<file path="config.mk">
export PLATFORM = sky130hd
export DESIGN_NAME = unsigned_product_accumulator_flat
export DESIGN_NICKNAME = d
export VERILOG_FILES = /design/src/rtl/unsigned_product_accumulator_if.sv /design/src/rtl/unsigned_product_accumulator.sv /design/src/flat_wrapper.sv
export SDC_FILE = /design/constraint.sdc
export NUM_CORES = 1
export LEC_CHECK = 0
export ABC_CLOCK_PERIOD_IN_PS = 3700
export CAP_MARGIN = 20
export CORE_AREA = 2 2 84 86
export CTS_BUF_LIST = sky130_fd_sc_hd__clkbuf_8
export DETAILED_ROUTE_END_ITERATION = 10
export DIE_AREA = 0 0 86 88
export HOLD_SLACK_MARGIN = 0.06
export PLACE_DENSITY = 0.57
export SYNTH_ARGS = -nofsm -noshare
export SYNTH_HDL_FRONTEND = slang
export SYNTH_SLANG_ARGS = --single-unit
</file>
<file path="constraint.sdc">
create_clock -name clk -period 3.7 [get_ports clk]
set_input_delay 0.74 -clock clk [delete_from_list [all_inputs] [get_ports clk]]
set_output_delay 0.74 -clock clk [all_outputs]
set_load 0.01 [all_outputs]
</file>
<file path="src/rtl/unsigned_product_accumulator_if.sv">
// Valid/ready bundle between the product stream source, the accumulator and the sum sink.
// The master drives products and out_ready; the slave is the accumulator.
interface unsigned_product_accumulator_if #(
  parameter int unsigned WIDTH     = 8,
  parameter int unsigned ACC_WIDTH = 20
);
  logic [2*WIDTH-1:0]   product_in;
  logic                 in_valid;
  logic                 in_ready;
  logic [ACC_WIDTH-1:0] sum_out;
  logic                 overflow;
  logic                 out_valid;
  logic                 out_ready;

  modport master (
    output product_in, in_valid, out_ready,
    input  in_ready, sum_out, overflow, out_valid
  );

  modport slave (
    input  product_in, in_valid, out_ready,
    output in_ready, sum_out, overflow, out_valid
  );
endinterface

</file>
<file path="src/rtl/unsigned_product_accumulator.sv">
// Sums COUNT consecutive unsigned products into one ACC_WIDTH-bit result with a sticky
// carry-out flag, then holds it on a valid/ready output until the sink takes it.
module unsigned_product_accumulator #(
  parameter int unsigned WIDTH     = 8,
  parameter int unsigned COUNT     = 4,
  parameter int unsigned ACC_WIDTH = 20
) (
  input  logic                         clk,
  input  logic                         reset,
  input  logic                         clear,
  unsigned_product_accumulator_if.slave bus
);
  localparam int unsigned CntW = (COUNT > 1) ? $clog2(COUNT) : 1;

  typedef enum logic [0:0] {StAccum, StDone} state_e;

  state_e               state_q;
  logic [ACC_WIDTH-1:0] acc_q;
  logic [ACC_WIDTH-1:0] sum_q;
  logic [CntW-1:0]      cnt_q;
  logic                 ovf_acc_q;
  logic                 overflow_q;

  logic [ACC_WIDTH:0]   add_d;
  logic                 last_d;

  // Extra top bit captures the carry out of ACC_WIDTH.
  assign add_d  = {1'b0, acc_q} + {{(ACC_WIDTH + 1 - 2*WIDTH){1'b0}}, bus.product_in};
  assign last_d = (cnt_q == CntW'(COUNT - 1));

  always_ff @(posedge clk or posedge reset) begin
    if (reset) begin
      state_q    <= StAccum;
      acc_q      <= '0;
      cnt_q      <= '0;
      ovf_acc_q  <= 1'b0;
      sum_q      <= '0;
      overflow_q <= 1'b0;
    end else if (clear) begin
      // Partial sum and any pending result are dropped; sum_out keeps its last value.
      state_q   <= StAccum;
      acc_q     <= '0;
      cnt_q     <= '0;
      ovf_acc_q <= 1'b0;
    end else begin
      unique case (state_q)
        StAccum: begin
          if (bus.in_valid) begin
            if (last_d) begin
              sum_q      <= add_d[ACC_WIDTH-1:0];
              overflow_q <= ovf_acc_q | add_d[ACC_WIDTH];
              state_q    <= StDone;
              acc_q      <= '0;
              cnt_q      <= '0;
              ovf_acc_q  <= 1'b0;
            end else begin
              acc_q     <= add_d[ACC_WIDTH-1:0];
              ovf_acc_q <= ovf_acc_q | add_d[ACC_WIDTH];
              cnt_q     <= cnt_q + CntW'(1);
            end
          end
        end
        StDone: begin
          if (bus.out_ready) begin
            state_q <= StAccum;
          end
        end
        default: state_q <= StAccum;
      endcase
    end
  end

  // Handshake outputs decode the state flop only, so there is no input-to-output path.
  assign bus.in_ready  = (state_q == StAccum);
  assign bus.out_valid = (state_q == StDone);
  assign bus.sum_out   = sum_q;
  assign bus.overflow  = overflow_q;
endmodule
</file>
<file path="src/flat_wrapper.sv">
// flat-port wrapper written by rule: the top's interface ports become plain ports
module unsigned_product_accumulator_flat 
#(
  parameter int unsigned WIDTH     = 8,
  parameter int unsigned COUNT     = 4,
  parameter int unsigned ACC_WIDTH = 20
)
  (clk, reset, clear, bus_product_in, bus_in_valid, bus_out_ready, bus_in_ready, bus_sum_out, bus_overflow, bus_out_valid);
  unsigned_product_accumulator_if #(.WIDTH(WIDTH), .ACC_WIDTH(ACC_WIDTH)) bus_i ();
  input  logic clk;
  input  logic reset;
  input  logic clear;
  input wire logic [$bits(bus_i.product_in)-1:0] bus_product_in;
  input wire logic [$bits(bus_i.in_valid)-1:0] bus_in_valid;
  input wire logic [$bits(bus_i.out_ready)-1:0] bus_out_ready;
  output wire logic [$bits(bus_i.in_ready)-1:0] bus_in_ready;
  output wire logic [$bits(bus_i.sum_out)-1:0] bus_sum_out;
  output wire logic [$bits(bus_i.overflow)-1:0] bus_overflow;
  output wire logic [$bits(bus_i.out_valid)-1:0] bus_out_valid;
  assign bus_i.product_in = bus_product_in;
  assign bus_i.in_valid = bus_in_valid;
  assign bus_i.out_ready = bus_out_ready;
  assign bus_in_ready = bus_i.in_ready;
  assign bus_sum_out = bus_i.sum_out;
  assign bus_overflow = bus_i.overflow;
  assign bus_out_valid = bus_i.out_valid;
  unsigned_product_accumulator #(.WIDTH(WIDTH), .COUNT(COUNT), .ACC_WIDTH(ACC_WIDTH)) u_core (.clk(clk), .reset(reset), .clear(clear), .bus(bus_i));
endmodule
</file>
-- Yosys cells after proc, flatten, opt, wreduce, memory -nomap -nowiden
Cells that the tools add are included.
- logic and storage cells: 33
- input port bits: 21
- register bits: 45
- output and inout bits: 23
- reduce and logical (&&, ||, !) cells: 3
- equality and inequality tests: 2
- muxes and demuxes: 17
- bitwise logic cells: 3
- add/sub/neg operators: 2
- operators with widths (cell ; number):
    $mux W20 ; 4
    $add A20 B16 Y21 ; 1
    $mux W1 ; 8
    $mux W2 ; 4
    $reduce_and A4 Y1 ; 1
    $add A2 B1 Y2 const B ; 1
    $eq A2 B2 Y1 const B ; 1
    $ne A2 B2 Y1 const B ; 1
    $not A1 Y1 ; 2
    $pmux W1 S2 ; 1
    $reduce_and A2 Y1 ; 1
    $reduce_bool A2 Y1 ; 1
    $or A1 B1 Y1 ; 1

-- Logic depth before layout (Yosys ltp)
- depth after elaboration: 6
- gate-level depth with buffers: 9
- mapped depth without buffers: 9

-- Least setup slack after synthesis
No wires, ideal clock.
- path kind: input -> register
- start: input bus_product_in[0]
- end: register u_core.sum_q[18], in the netlist u_core.bus.sum_out[18]
- setup time: 0.132 ns
- stages on the path: 9
- arrival: 2.555 ns
- path buffers: 0
- setup slack: 1.013 ns
- required time: 3.568 ns
- cells stage by stage: ha_1 fa_1 a211oi_1 o21ai_1 a31o_2 a31o_4 nand3_2 xor2_1 o21ai_1
- longest elaborated chain between the ends: 1
- ends and longest elaborated chain (what ; line ; source):
    start, declared ; flat_wrapper.sv:13 ; input wire logic [$bits(bus_i.product_in)-1:0] bus_product_in;
    $add A20 B16 Y21 ; unsigned_product_accumulator.sv:28 ; assign add_d = {1'b0, acc_q} + {{(ACC_WIDTH + 1 - 2*WIDTH){1'b0}}, bus.product_in};
    end signal, assigned ; unsigned_product_accumulator.sv:50 ; sum_q <= add_d[ACC_WIDTH-1:0];
    end, declared ; unsigned_product_accumulator.sv:19 ; logic [ACC_WIDTH-1:0] sum_q;
Every way passes these cells.
A chain may end at the register's enable or synchronous reset.

-- Final worst setup path
Ends and elaborated chain as after synthesis.

==> flow_metrics.py <==
metrics = {
    "die": {
        "initial_core_util_pct": 38.0,
        "core_sq_um": 6640,
        "ios": 44,
        "die_y_um": 88,
        "die_w_um": 86,
        "rows": 30,
        "dieArea_sq_um": 7570,
    },
    "timing": {
        "fmax_mhz": 339,
        "finClkSkew_ps": 6.54,
        "finalHoldViolations": 0,
        "rsz0062_at_grt": "false",
        "period_share_pct": 79.8,
        "fin_tns_setup_ps": 0,
        "worst_slack_ps": 746,
        "worst_pin_slew_ps": 821,
        "min_period_ps": 2950,
        "maxSlewViolCount": 0,
        "timing.slew.headroom_pct": 44.8,
        "setup_viol_count_final": 0,
    },
    "clocking": {
        "htree_levels": 2,
        "cts-root-buf": "clkbuf_8",
        "clk_transition_reported_paths_ps": 90,
        "clkLatencyLatePin_ps": 300,
        "numCtsBuffers": 5,
        "cts.sink_count": 45,
        "cts_resized": 0,
        "cts_tree": "built",
        "ctsHoldBuffers": 0,
        "cts_setup_buffers": 0,
        "cts_buffer_depth": 2,
    },
    "global_route": {
        "grt_pass1_wl_um": 9900,
        "grt_overflow_total": 0,
        "track_usage_pct": 16.7,
        "grt_max_degree": 46,
        "grt_pass1_vias": 2114,
        "antenna_found_initial": 0,
    },
    "power": {
        "powerDensity_nw_per_um2": 461,
        "total_power_mw": 1.46,
        "p_leak_nw": 1.44,
        "ir_drop_uv": 222,
    },
    "yosys": {
        "yosys_warnings": 0,
        "synth_area_leaders": "dfrtp_1, o21ai_0, ha_1",
        "synthDistinctLibCells": 40,
        "synthArstFlopShare_pct": 100,
        "synth_ff_type": "dfrtp_1",
        "yosysTopAreaCellShare_pct": 44.6,
        "yosysMostFrequentCell": "nand2_1",
        "syn_area_per_cell_sq_um": 9.36,
        "netlist_area_sq_um": 2530,
        "synth_top_cell_by_area": "dfrtp_1",
        "ys_seq_area_share_pct": 44.6,
        "synth_cells": 270,
        "synth_nets": 309,
        "ys_ff_latch": 45,
        "synth_edf_count": 0,
        "synthTopCellsByCount": "nand2_1, o21ai_0, dfrtp_1",
    },
    "detailed_routing": {
        "vias_per_cell": 5.20,
        "wl_per_cell_um": 14.3,
        "routed_wl_um": 5670,
        "drtIter0Drc": 86,
        "ant_nets": 0,
        "drc": 0,
        "firstDrtPassIters": 4,
        "dr_total_vias": 2061,
    },
    "placement": {
        "preCtsSetupSlack_ps": 426,
        "numPortBuffers": 43,
        "dp_hpwl_um": 3980,
        "finalWeightedCongestion": 0.854,
    },
    "setup_path": {
        "path_max_fanout": 7,
        "cp-end-kind": "register",
        "path_class": "in -> reg",
        "startpoint_type": "input port",
        "cp.arrival_ps": 3130,
        "cp.required_ps": 3880,
    },
    "hold_path": {
        "hp-class": "reg -> reg",
    },
    "cells_and_area": {
        "areaGrowthSynthToFinish_pct": 25.2,
        "final_nets": 354,
        "drive_gt1_share_pct": 7.28,
        "diodes": 0,
    },
    "run": {
        "cap_violations": 0,
    },
    "run_status": {
        "status": "complete, no violations",
    },
}
## worst max-delay path, stage by stage
cell and delay [ps]:
clkdlybuf4s50_1 420, ha_1 230, fa_1 430, a211oi_1 310, o21ai_1 130, a31o_2 280
a31o_4 270, nand3_2 100, xor2_1 150, o21ai_1 70
## where the power goes
group / total, mW / switching [mW] / internal, mW / leakage (nW)
sequential: 0.608 / 0.0426 / 0.565 / 0.609
clock: 0.343 / 0.174 / 0.169 / 0.0542
combinational: 0.507 / 0.260 / 0.247 / 0.779
total: 1.46 / 0.476 / 0.981 / 1.44
## worst paths after layout
kind	slack [ps]	startpoint	depth (start not counted)	endpoint
setup / recovery	750	bus_product_in[0]	10	u_core.bus.sum_out[18]$_DFFE_PP0P_
hold / removal	480	u_core.bus.sum_out[10]$_DFFE_PP0P_	2	u_core.bus.sum_out[10]$_DFFE_PP0P_
setup reg to reg	1240	u_core.acc_q[0]$_DFFE_PP0P_	9	u_core.bus.sum_out[18]$_DFFE_PP0P_
hold reg to reg	480	u_core.bus.sum_out[10]$_DFFE_PP0P_	2	u_core.bus.sum_out[10]$_DFFE_PP0P_
max in group asynchronous	2530	reset	3	u_core.bus.sum_out[1]$_DFFE_PP0P_
min in group asynchronous	700	reset	2	u_core.acc_q[11]$_DFFE_PP0P_
## logic make-up (layout without fill, tap and decap cells)
| kind of cell | count (synthesis) | in the layout | share of synthesized area (%) |
|---|---|---|---|
| AO/OA/AOI/OAI | 94 | 94 | 22.7 |
| AND/OR/NAND/NOR | 76 | 76 | 13.1 |
| flip-flops | 45 | 45 | 44.6 |
| adder cells (fa/ha/maj) | 18 | 18 | 9.21 |
| XOR/XNOR | 17 | 17 | 5.89 |
| buffers and inverters | 14 | 60 | 2.08 |
| multiplexers | 6 | 6 | 2.48 |
## sequential cells by signal (all words and copies together), names as in the netlist
register,cells
u_core.bus.overflow,1
u_core.acc_q,20
u_core.bus.out_valid,1
u_core.bus.sum_out,20
u_core.cnt_q,2
u_core.ovf_acc_q,1
## cells in the final DEF, fill, tap and decap left out, drive strengths merged, types with 4 or more instances in the layout
master	netlist	final
o21ai	51	51
nand2	47	47
dfrtp	45	45
clkdlybuf4s50	0	43
ha	17	17
a21oi	17	17
nor2	10	10
xor2	9	9
xnor2	8	8
clkbuf	8	7
inv	6	6
a21o	5	5
nand3	5	5
mux2i	4	4
## per-layer routing
layer  up-vias  track usage [%]  share of wire (%)
li1       1042                -                  -
met1       955             21.7                 47
met2        55             27.6                 46
met3         9             3.68                5.1
met4         0             5.92                1.8
met5         -                0                  0
## layout make-up
class	instances	area [sq um]
Clock buffer	7	96.3
Clock inverter	1	5.00
Fill cell	643	3480
Inverter	6	22.5
Multi-Input combinational cell	211	1350
Sequential cell	45	1130
Tap cell	80	100
Timing Repair Buffer	46	465
## through the flow
step / area, sq um / std cells / utilization (%) / hold slack (ps)
CTS: 3140 / 395 / 47.3 / 488
floorplan: 2530 / 270 / - / 454
finish: 3160 / 396 / 47.6 / 481
global route: 3160 / 396 / 47.6 / 523
detailed placement: 3040 / 387 / 45.8 / 469
global placement: 3040 / 387 / 45.8 / 461
No activity file was read; power rests on OpenSTA's default activity.
